==> src/rtl/hazard_stall_unit.sv <==
// Pipeline stall, bubble and freeze control with branch-stall sequencing
// and saturating stall-cycle counters.
module hazard_stall_unit #(
   parameter int CNT_W  = 32,
   parameter bit BR3_EN = 1'b0
) (
   input  logic             clk,
   input  logic             rst,
   input  logic [4:0]       IF_ID_rs1_i,
   input  logic [4:0]       IF_ID_rs2_i,
   input  logic [6:0]       IF_ID_opcode_i,
   input  logic [4:0]       ID_EX_rd_i,
   input  logic [6:0]       ID_EX_opcode_i,
   input  logic             EX_load_regfile_i,
   input  logic [4:0]       EX_MEM_rd_i,
   input  logic [6:0]       EX_MEM_opcode_i,
   input  logic             MEM_load_regfile_i,
   input  logic             br_taken_i,
   input  logic             imem_read_i,
   input  logic             imem_resp_i,
   input  logic             dmem_read_i,
   input  logic             dmem_write_i,
   input  logic             dmem_resp_i,
   output logic             pc_load_o,
   output logic             IF_ID_load_o,
   output logic             ID_EX_load_o,
   output logic             EX_MEM_load_o,
   output logic             MEM_WB_load_o,
   output logic             IF_ID_flush_o,
   output logic             controlmux_sel_o,
   output logic             stall_br_haz1_o,
   output logic             stall_br_haz2_o,
   output logic [CNT_W-1:0] lu_stall_cnt_o,
   output logic [CNT_W-1:0] br_stall_cnt_o,
   output logic [CNT_W-1:0] mem_stall_cnt_o
);

   localparam logic [6:0] OP_REG   = 7'b0110011;
   localparam logic [6:0] OP_IMM   = 7'b0010011;
   localparam logic [6:0] OP_LOAD  = 7'b0000011;
   localparam logic [6:0] OP_STORE = 7'b0100011;
   localparam logic [6:0] OP_BR    = 7'b1100011;
   localparam logic [6:0] OP_JALR  = 7'b1100111;

   typedef enum logic [1:0] {
      S_RUN = 2'd0,
      S_BR2 = 2'd1,
      S_BR1 = 2'd2
   } state_t;

   state_t           r_state;
   state_t           w_next;
   logic [CNT_W-1:0] r_lu_cnt;
   logic [CNT_W-1:0] r_br_cnt;
   logic [CNT_W-1:0] r_mem_cnt;

   logic w_use_rs1;
   logic w_use_rs2;
   logic w_ex_dep;
   logic w_mem_dep;
   logic w_br_id;
   logic w_lu;
   logic w_bh2;
   logic w_bh1;
   logic w_dmem_busy;
   logic w_imem_busy;
   logic w_inc_lu;
   logic w_inc_br;
   logic w_inc_mem;

   assign w_use_rs1 = IF_ID_opcode_i inside
      {OP_REG, OP_IMM, OP_LOAD, OP_STORE, OP_BR, OP_JALR};
   assign w_use_rs2 = IF_ID_opcode_i inside {OP_REG, OP_STORE, OP_BR};

   // x0 is never a real producer, so rd == 0 is excluded
   assign w_ex_dep = EX_load_regfile_i && (ID_EX_rd_i != 5'd0) &&
      ((w_use_rs1 && (ID_EX_rd_i == IF_ID_rs1_i)) ||
       (w_use_rs2 && (ID_EX_rd_i == IF_ID_rs2_i)));
   assign w_mem_dep = MEM_load_regfile_i && (EX_MEM_rd_i != 5'd0) &&
      ((w_use_rs1 && (EX_MEM_rd_i == IF_ID_rs1_i)) ||
       (w_use_rs2 && (EX_MEM_rd_i == IF_ID_rs2_i)));

   assign w_br_id     = (IF_ID_opcode_i == OP_BR) ||
                        (IF_ID_opcode_i == OP_JALR);
   assign w_lu        = !w_br_id && (ID_EX_opcode_i == OP_LOAD) && w_ex_dep;
   assign w_bh2       = w_br_id && (ID_EX_opcode_i == OP_LOAD) && w_ex_dep;
   assign w_bh1       = w_br_id && (EX_MEM_opcode_i == OP_LOAD) && w_mem_dep;
   assign w_dmem_busy = (dmem_read_i || dmem_write_i) && !dmem_resp_i;
   assign w_imem_busy = imem_read_i && !imem_resp_i;

   // Prioritised control decode, next state and counter select
   always_comb begin
      pc_load_o        = 1'b1;
      IF_ID_load_o     = 1'b1;
      ID_EX_load_o     = 1'b1;
      EX_MEM_load_o    = 1'b1;
      MEM_WB_load_o    = 1'b1;
      IF_ID_flush_o    = 1'b0;
      controlmux_sel_o = 1'b0;
      stall_br_haz1_o  = 1'b0;
      stall_br_haz2_o  = 1'b0;
      w_next           = r_state;
      w_inc_lu         = 1'b0;
      w_inc_br         = 1'b0;
      w_inc_mem        = 1'b0;
      if (rst) begin
         pc_load_o     = 1'b0;
         IF_ID_load_o  = 1'b0;
         ID_EX_load_o  = 1'b0;
         EX_MEM_load_o = 1'b0;
         MEM_WB_load_o = 1'b0;
         w_next        = S_RUN;
      end else if (w_dmem_busy) begin
         pc_load_o       = 1'b0;
         IF_ID_load_o    = 1'b0;
         ID_EX_load_o    = 1'b0;
         EX_MEM_load_o   = 1'b0;
         MEM_WB_load_o   = 1'b0;
         stall_br_haz1_o = (r_state == S_BR1);
         stall_br_haz2_o = (r_state == S_BR2);
         w_inc_mem       = 1'b1;
      end else if (r_state == S_BR1) begin
         pc_load_o        = 1'b0;
         IF_ID_load_o     = 1'b0;
         controlmux_sel_o = 1'b1;
         stall_br_haz1_o  = 1'b1;
         w_next           = S_RUN;
         w_inc_br         = 1'b1;
      end else if (r_state == S_BR2) begin
         pc_load_o        = 1'b0;
         IF_ID_load_o     = 1'b0;
         controlmux_sel_o = 1'b1;
         stall_br_haz2_o  = 1'b1;
         w_next           = S_BR1;
         w_inc_br         = 1'b1;
      end else begin
         unique case (1'b1)
            w_bh2: begin
               pc_load_o        = 1'b0;
               IF_ID_load_o     = 1'b0;
               controlmux_sel_o = 1'b1;
               stall_br_haz2_o  = 1'b1;
               w_next           = BR3_EN ? S_BR2 : S_BR1;
               w_inc_br         = 1'b1;
            end
            (w_bh1 && !w_bh2): begin
               pc_load_o        = 1'b0;
               IF_ID_load_o     = 1'b0;
               controlmux_sel_o = 1'b1;
               stall_br_haz1_o  = 1'b1;
               w_next           = S_BR1;
               w_inc_br         = 1'b1;
            end
            (w_lu && !w_bh1 && !w_bh2): begin
               pc_load_o        = 1'b0;
               IF_ID_load_o     = 1'b0;
               controlmux_sel_o = 1'b1;
               w_inc_lu         = 1'b1;
            end
            (w_imem_busy && !w_lu && !w_bh1 && !w_bh2): begin
               pc_load_o     = 1'b0;
               IF_ID_flush_o = 1'b1;
               w_inc_mem     = 1'b1;
            end
            (br_taken_i && !w_imem_busy && !w_lu && !w_bh1 && !w_bh2): begin
               IF_ID_flush_o = 1'b1;
            end
            default: begin
            end
         endcase
      end
   end

   // State register and saturating stall counters
   always_ff @(posedge clk or posedge rst) begin
      if (rst) begin
         r_state   <= S_RUN;
         r_lu_cnt  <= '0;
         r_br_cnt  <= '0;
         r_mem_cnt <= '0;
      end else begin
         r_state <= w_next;
         if (w_inc_lu && (r_lu_cnt != '1))
            r_lu_cnt <= r_lu_cnt + CNT_W'(1);
         if (w_inc_br && (r_br_cnt != '1))
            r_br_cnt <= r_br_cnt + CNT_W'(1);
         if (w_inc_mem && (r_mem_cnt != '1))
            r_mem_cnt <= r_mem_cnt + CNT_W'(1);
      end
   end

   assign lu_stall_cnt_o  = r_lu_cnt;
   assign br_stall_cnt_o  = r_br_cnt;
   assign mem_stall_cnt_o = r_mem_cnt;

endmodule

==> config.mk <==
export PLATFORM = sky130hd
export DESIGN_NAME = hazard_stall_unit
export DESIGN_NICKNAME = d
export VERILOG_FILES = /design/src/rtl/hazard_stall_unit.sv
export SDC_FILE = /design/constraint.sdc
export NUM_CORES = 1
export LEC_CHECK = 0
export ABC_AREA = 1
export ABC_CLOCK_PERIOD_IN_PS = 2500
export BUFFER_PORTS_ARGS = -buffer_cell sky130_fd_sc_hd__buf_4
export CAP_MARGIN = 0
export CORE_AREA = 2 2 117 119
export CTS_BUF_LIST = sky130_fd_sc_hd__clkbuf_4
export CTS_CLUSTER_DIAMETER = 150
export DETAILED_ROUTE_END_ITERATION = 7
export DIE_AREA = 0 0 119 121
export GPL_ROUTABILITY_DRIVEN = 0
export MAX_ROUTING_LAYER = met4
export PLACE_DENSITY = 0.85
export SYNTH_ARGS = -nofsm -noshare
export SYNTH_HDL_FRONTEND = slang
export SYNTH_SLANG_ARGS = --single-unit
export TNS_END_PERCENT = 20
==> constraint.sdc <==
create_clock -name clk -period 2.5 [get_ports clk]
set_input_delay 0.125 -clock clk [delete_from_list [all_inputs] [get_ports clk]]
set_output_delay 0.125 -clock clk [all_outputs]
set_load 0.05 [all_outputs]
; Word level (Yosys, flattened, before mapping)
; Index checks and enable logic that the tools add are counted.
[word_totals]
regBits = 98
out_inout_bits = 105
elab_cells = 127
[classes]
addsub = 3
n_eq_ne = 18
muxes = 52
reduce_logical = 50
[ops]
columns = op, n
row1 = adder 32 x 1 -> 32 bit (second input constant), 3
row2 = inequality test 32 bit (second input constant), 3
row3 = two-way mux 1 bit, 47
row4 = logical AND 1 bit, 29
row5 = equality test 7 x 2 -> 1 bit (second input constant), 3
row6 = equality test 5 bit, 4
row7 = equality test 7 x 6 -> 1 bit (second input constant), 2
row8 = equality test 7 bit (second input constant), 2
row9 = two-way mux 2 bit, 5
row10 = nonzero test 5 bit, 2
row11 = equality test 7 x 5 -> 1 bit (second input constant), 1
row12 = logical NOT 1 bit, 7
row13 = nonzero test 6 bit, 1
row14 = logical OR 1 bit, 4
row15 = nonzero test 4 bit, 1
row16 = OR reduction 2 bit, 2
row17 = OR reduction 4 bit, 1
row18 = nonzero test 3 bit, 1
row19 = OR reduction 3 bit, 1
row20 = equality test 2 x 1 -> 1 bit (second input constant), 1
row21 = equality test 2 bit (second input constant), 1
row22 = inequality test 2 bit (second input constant), 1
row23 = AND reduction 2 bit, 1

; Depth between registers and ports, before layout
; Gate-level depths: netlist of the first run.
[logic_depth]
depth_word = 16
depth_mapped = 16

; Worst setup path before layout of the first run
; Ideal clock, no wire load.
[synth_timing]
path_kind = in2reg
startpoint = input rst
endpoint = register r_mem_cnt[21] (netlist: mem_stall_cnt_o[21])
arrival_time_ps = 3062
required_ps = 2434
slack_ps = -629
path_stages = 6
path_buffers = 1
cell_sequence = inv_1 nand2_1 nand2_1 buf_1 nand3_1 nand2_1
[synth_between]
elab_chain_len = 2
[synth_lines]
columns = item, line_no
row1 = start: declaration, 8  ; input logic rst,
row2 = two-way mux 1 bit, 106  ; if (rst) begin
row3 = logical AND 1 bit, 187  ; if (w_inc_mem && (r_mem_cnt != '1))
row4 = end signal: assignment, 188  ; r_mem_cnt <= r_mem_cnt + CNT_W'(1);
row5 = end: declaration, 55  ; logic [CNT_W-1:0] r_mem_cnt;
; Every way passes these cells.
; A chain may end at the register's enable or synchronous reset.

; Worst setup path in the final report of the first run
[layout_timing]
startpoint = register r_lu_cnt[0] (netlist: lu_stall_cnt_o[0])
endpoint = register r_lu_cnt[13] (netlist: lu_stall_cnt_o[13])
[layout_between]
elab_chain_len = 2
word_cells_on_any_way = 3
cone_classes = add/sub (1) / eq/ne (1) / reduce/logical (1)
[layout_lines]
columns = item, line_no
row1 = start: declaration, 53  ; logic [CNT_W-1:0] r_lu_cnt;
row2 = start signal: assignment, 184  ; r_lu_cnt <= r_lu_cnt + CNT_W'(1);
row3 = "parallel branches: the longest is 2 deep, another holds adder 32 x 1 -> 32 bit", -
; Parallel ways; which one is timed is not known.

==> results of run 1 <==
final cells by class:
cell class / instances / area (um2)
multi-input cells: 735 / 3660
clock buffers: 9 / 67.6
clock inverters: 7 / 95.1
well taps: 176 / 220
fillers: 1176 / 4890
inverters: 111 / 420
repair buffers: 170 / 1310
flip-flops and latches: 97 / 2430
diodes: 1 / 2.50
per-layer routing:
| layer | track usage | up-vias | wire [um] |
|---|---|---|---|
| met5 | - | - | 0 |
| met4 | 0.118 | 0 | 564 |
| met3 | 0.0526 | 60 | 1620 |
| met2 | 0.446 | 366 | 8890 |
| met1 | 0.334 | 3202 | 7740 |
| li1 | - | 3391 | - |
cells by family (layout without fill, tap and decap cells):
group / Yosys count / in the layout / synth area share
flip-flops: 97 / 97 / 0.368
XOR/XNOR: 92 / 92 / 0.122
buffers and inverters: 130 / 297 / 0.0803
AO/OA/AOI/OAI: 41 / 41 / 0.0315
adder cells (fa/ha/maj): 3 / 3 / 0.00569
other: 0 / 1 / 0
AND/OR/NAND/NOR: 599 / 599 / 0.393
per-stage QoR:
step | util | area, um2
floorplan | - | 6610
global placement | 0.611 | 8000
detailed placement | 0.611 | 8000
CTS | 0.625 | 8180
global route | 0.626 | 8200
finish | 0.626 | 8200
path summary, 6_finish.rpt:
path / from / end / slack [ns] / depth (start not counted)
max: lu_stall_cnt_o[0] / lu_stall_cnt_o[13] / 0.25 / 10
min: dmem_read_i / r_state[1] / 0.13 / 5
min reg2reg: lu_stall_cnt_o[2] / lu_stall_cnt_o[2] / 0.54 / 1
min in group asynchronous: rst / lu_stall_cnt_o[25] / 0.42 / 4
max reg2reg: lu_stall_cnt_o[0] / lu_stall_cnt_o[13] / 0.25 / 10
max in group asynchronous: rst / br_stall_cnt_o[7] / 1.53 / 4
worst max-delay path: cells and delay by family, from the launching register on:
family | cells | cell delay [ns]
AND/OR/NAND/NOR | 6 | 1.16
XOR/XNOR | 1 | 0.15
buffers and inverters | 2 | 0.23
flip-flops | 1 | 0.45
adder cells (fa/ha/maj) | 1 | 0.23
registers in the layout (all words and copies together), names as in the netlist:
name and flops:
br_stall_cnt_o 32, lu_stall_cnt_o 32, mem_stall_cnt_o 32, r_state 1
report_power, final:
group          switching (mW)  total, mW  internal [mW]
Combinational           0.452      0.676          0.224
Sequential             0.0820       1.70           1.62
Clock                   0.573      0.979          0.406
timing repair:
action | 4_1_cts | 5_1_grt
endpoints found under the setup margin | 0 | 14
hold buffers | 2 | 0
gates resized for setup | 0 | 2
hold endpoints to repair | 98 | 0
layout by cell type, fill, tap and decap left out, drive strengths merged:
cell,count
nor4,21
nand3,66
clkinvlp,1
inv,110
o21ai,34
nor3,47
diode,1
nand2,324
xor2,67
clkbuf,9
clkinv,5
nand3b,4
xnor2,25
nor2,105
or2,1
buf,168
dlygate4sd3,2
a31oi,1
ha,3
nor3b,4
dfrtp,97
a21oi,5
bufinv,2
nand4,27
o22ai,1
==> run metrics, run 1 <==
EDFF count, synth 0; I/O Buffers 155; Clock Sinks 97; number of cell rows 42; status finished, final reports clean; Yosys reg bits 97; Synth Flop Type dfrtp_1; placed cells 1287; total wire length 18800 um; Die Footprint 14400 um2; worst skew pair latency 0.48 ns; Syn Nets 1016; Ys Warns 0; post-synthesis cell type count 31; Setup CP Type reg -> reg; Worst Slack Setup Final 0.254 ns; setup TNS 0 ns; fmax 0.445 GHz; area grow syn2layout 24.1%; CORE AREA 13100 um2; Die W 119 um; DR iter-0 viols 587; number of I/O pins 156; Pre-antenna DRT Iters 6; final hold slack 0.135 ns; postcts setup bufs 0; share of the synthesized area in the top cell type 0.368; CP Launch Type flop; global route total overflow 0; clk_skew 0.0206 ns; DP HPWL 14400 um; WP data arrival 2.66 ns; Crit-path slowest cell dfrtp_1; Cell Area, Synth 6600 um2; CTS clk-pin slew, worst paths 0.16 ns; RSZ-0062 raised after global routing false; H-Tree Depth 3; initial antenna violation count 1; Max VDD drop 242 uV; Total Power 3.36 mW; crit share post-route 0.898; cell with the most instances after synthesis nand2_1; critical path, cell by cell ha_1 -> inv_1 -> nor3_4 -> nand3_1 -> nor3_1 -> nand2_1 -> nand3_2 -> inv_2 -> nand2_1 -> xor2_1; pre-CTS setup slack 0.116 ns; area leader, netlist dfrtp_1; Leak Pwr 4.09 nW; gr usage total 0.274; first-pass GRT wire length 31100 um; MaxCap Viol Count 0; largest buffer count on any clock path 2; Slew @ Worst Pin 0.714 ns; Final setup viols 0; CP endpoint kind flop; CTS buffer count 9; post-synthesis sequential area ratio 0.368; CP peak stage delay 0.45 ns; Mapped Avg Cell Area 6.86 um2; post-route minimum period 2.25 ns; CP max FO 8; Die Height 121 um; vias per cell 5.37; Final ANT Viol Nets 0; Finished Layout Cells 1306; ranking of synthesized cells by area dfrtp_1, nand2_1, xor2_1, inv_1, nor2_1; WL per Instance 14.4 um; nets@finish 1178; Final Hold Fails 0; TritonCTS clock tree yes; root buffer cell clkbuf_4; largest net degree at the start of global routing 56; Slew Limit Fails 0; Mapped Cells 962; max_slew headroom 0.524; Starting Density 0.505; cell mode on critical path nand2_1; DRC viols 0; Worst EP required 2.92 ns; worst min-delay path class in -> reg; top post-synthesis cells by count nand2_1, inv_1, nor2_1, dfrtp_1, xor2_1; vias 7019; fraction of layout cells with a size suffix above 1 0.179; vias in the first global route 6580; ys async rst share 1.00; PwrDens 410 nW/um2
Power figures use the tool's default switching activity.
==> inputs of run 2 (changes only) <==
--- a/config.mk
+++ b/config.mk
@@ -9,14 +9,16 @@
 export ABC_CLOCK_PERIOD_IN_PS = 2500
 export BUFFER_PORTS_ARGS = -buffer_cell sky130_fd_sc_hd__buf_4
 export CAP_MARGIN = 0
-export CORE_AREA = 2 2 117 119
+export CELL_PAD_IN_SITES_DETAIL_PLACEMENT = 1
+export CELL_PAD_IN_SITES_GLOBAL_PLACEMENT = 2
+export CORE_AREA = 2 2 160 162
 export CTS_BUF_LIST = sky130_fd_sc_hd__clkbuf_4
 export CTS_CLUSTER_DIAMETER = 150
 export DETAILED_ROUTE_END_ITERATION = 7
-export DIE_AREA = 0 0 119 121
+export DIE_AREA = 0 0 162 164
 export GPL_ROUTABILITY_DRIVEN = 0
 export MAX_ROUTING_LAYER = met4
-export PLACE_DENSITY = 0.85
+export PLACE_DENSITY = 0.83
 export SYNTH_ARGS = -nofsm -noshare
 export SYNTH_HDL_FRONTEND = slang
 export SYNTH_SLANG_ARGS = --single-unit
==> run 2 against run 1 <==
  * Total power is 0.45% lower
  * Cell count up 12%
  * Clock power fell by 3.4%
  * Flip-flop and latch count is the same
  * Critical endpoint is now br_stall_cnt_o[7]
  * Cell area is 2.3% higher
  * Combinational power up 2%
  * Critical path type unchanged
  * Largest cell class unchanged
  * Worst setup slack got worse by 0.027 ns
  * Clock skew is 0.011 ns higher
  * Non-clock buffer count up 3
  * Utilization decreased by 29 points
  * Maximum frequency is 1.2% lower
==> run metrics, run 2 (synthesis results as in run 1) <==
worst min-delay path class in -> reg; crit share post-route 0.909 (+0.0108); post-route minimum period 2.27 ns (+0.0270 ns); DR iter-0 viols 328 (-44%); number of cell rows 58 (+38%); total wire length 23400 um (+24%); initial antenna violation count 1 (unchanged); Die Footprint 26600 um2 (+85%); Slew @ Worst Pin 0.577 ns (-0.137 ns); vias in the first global route 6966 (+5.9%); most frequent cells in the layout nand2_1, buf_4, inv_1; MaxCap Viol Count 0 (unchanged); Slew Limit Fails 0 (unchanged); Worst Slack Setup Final 0.227 ns (-0.0270 ns); I/O Buffers 155 (unchanged); Worst R2R Path Depth 11 (+1); area grow syn2layout 27.0%; TritonCTS clock tree yes; vias 6810 (-3.0%); Internal Power 2.17 mW (-3.8%); gr usage total 0.184 (-0.0894); crit path to br_stall_cnt_o[7]; WL per Instance 16.0 um (+11%); Crit-path slowest cell dfrtp_1; Comb pwr share 0.207 (+0.006); Clock Sinks 97 (unchanged); CORE AREA 24800 um2 (+90%); DP HPWL 18400 um (+28%); critical path startpoint br_stall_cnt_o[0]; Pre-antenna DRT Iters 4 (-2); PwrDens 399 nW/um2 (-2.7%); pre-CTS setup slack 0.177 ns (+0.0604 ns); Die W 162 um (+36%); CTS clk-pin slew, worst paths 0.18 ns (+0.02 ns); CP max FO 26 (+18); Final setup viols 0 (unchanged); Sw Share 0.352 (+0.0224); switching component of the power 1.18 mW (+6.3%); hold path cells 5 (unchanged); CTS buffer count 9 (unchanged); clock power share 0.283 (-0.008); Leak Pwr 4.08 nW (-0.37%); root buffer cell clkbuf_4; H-Tree Depth 3 (unchanged); Final Hold Fails 0 (unchanged); Die Height 164 um (+36%); WP data arrival 2.65 ns (about the same); final hold slack 0.159 ns (+0.0243 ns); vias per cell 4.65 (-13%); number of I/O pins 156 (unchanged); Max VDD drop 173 uV (-28%); r2r setup slk 0.23 ns (-0.03 ns); largest net degree at the start of global routing 98 (+75%); global route total overflow 0 (unchanged); DRC viols 0 (unchanged); CP peak stage delay 0.46 ns (about the same); largest buffer count on any clock path 2 (unchanged); Reg power frac 0.510 (+0.003); most common cell after layout, fill and taps aside nand2_1; max_slew headroom 0.612 (+0.0878); first-pass GRT wire length 37800 um (+22%); CP endpoint kind flop; Worst EP required 2.88 ns (-0.04 ns); nets@finish 1181 (+0.25%); Final ANT Viol Nets 0 (unchanged); clk_skew 0.0317 ns (+0.0111 ns); status finished, final reports clean; Starting Density 0.266 (-0.239); reg2reg end br_stall_cnt_o[7]; fmax 0.440 GHz (-1.2%); fraction of layout cells with a size suffix above 1 0.180 (+0.00129); CP Launch Type flop; Setup CP Type reg -> reg; critical path, cell by cell ha_1 -> nand3_2 -> nor2_2 -> nand4_1 -> nor2_1 -> a31oi_1 -> nand2_2 -> buf_6 -> nor2_1 -> nand2_1 -> nand2_1; worst skew pair latency 0.49 ns (about the same); RR Startpoint br_stall_cnt_o[0]
run 2: timing repair:
item / 4_1_cts / 5_1_grt
resized for setup: 0 / 3
setup buffers: 0 / 0
endpoints found under the setup margin: 0 / 26
hold buffers: 2 / 0
endpoints found under the hold margin: 98 / 0
run 2: worst max-delay path, delay by kind of cell (launching register included):
family                     cells  cell delay (ns)
and+or+nand+nor                8             1.09
DFF                            1             0.46
adders and majority gates      1             0.24
buffers and inverters          1             0.24
AOI/OAI and AO/OA              1             0.12
run 2: stage by stage:
step	power [mW]	setup TNS (ns)	utilization	instances	area (um2)
after floorplan	2.15	0	-	962	6610
after global placement	2.43	0	0.331	1444	8210
after detailed placement	2.43	0	0.331	1444	8210
after CTS	3.40	0	0.337	1462	8380
after global routing	3.50	-0.000548	0.338	1463	8380
final	3.34	0	0.338	1463	8380
run 2: final cells by class:
class	instances	area (um2)
sequential	97	2430
clock inverter	6	66.3
clock buffer	10	75.1
inverter	111	423
timing repair buffer	173	1330
antenna	1	2.50
fill	3223	16400
multi-input combinational	735	3640
tap	330	413
run 2: worst min-delay path by stage:
stage / slack [ns] / to / start
after floorplan: 0.34 / r_state[1] / dmem_resp_i
after global placement: 0.40 / r_state[1] / rst
after detailed placement: 0.41 / r_state[1] / rst
after CTS: 0.11 / r_state[1] / dmem_read_i
after global routing: 0.20 / r_state[1] / dmem_read_i
final: 0.16 / r_state[1] / dmem_read_i
run 2: power groups by stage:
| stage | clock network [mW] | registers, mW | logic (mW) |
|---|---|---|---|
| after floorplan | 0 | 1.90 | 0.252 |
| after global placement | 0 | 1.74 | 0.693 |
| after detailed placement | 0 | 1.74 | 0.696 |
| after CTS | 0.986 | 1.71 | 0.703 |
| after global routing | 1.04 | 1.72 | 0.751 |
| final | 0.946 | 1.71 | 0.691 |
run 2: metal layers:
metal  routed length, um  vias to the layer above  GRT usage
li1                    -                     3389          -
met1               11300                     3277      0.243
met2               10900                      123      0.301
met3                 959                       21     0.0260
met4                 282                        0     0.0430
met5                   0                        -          -
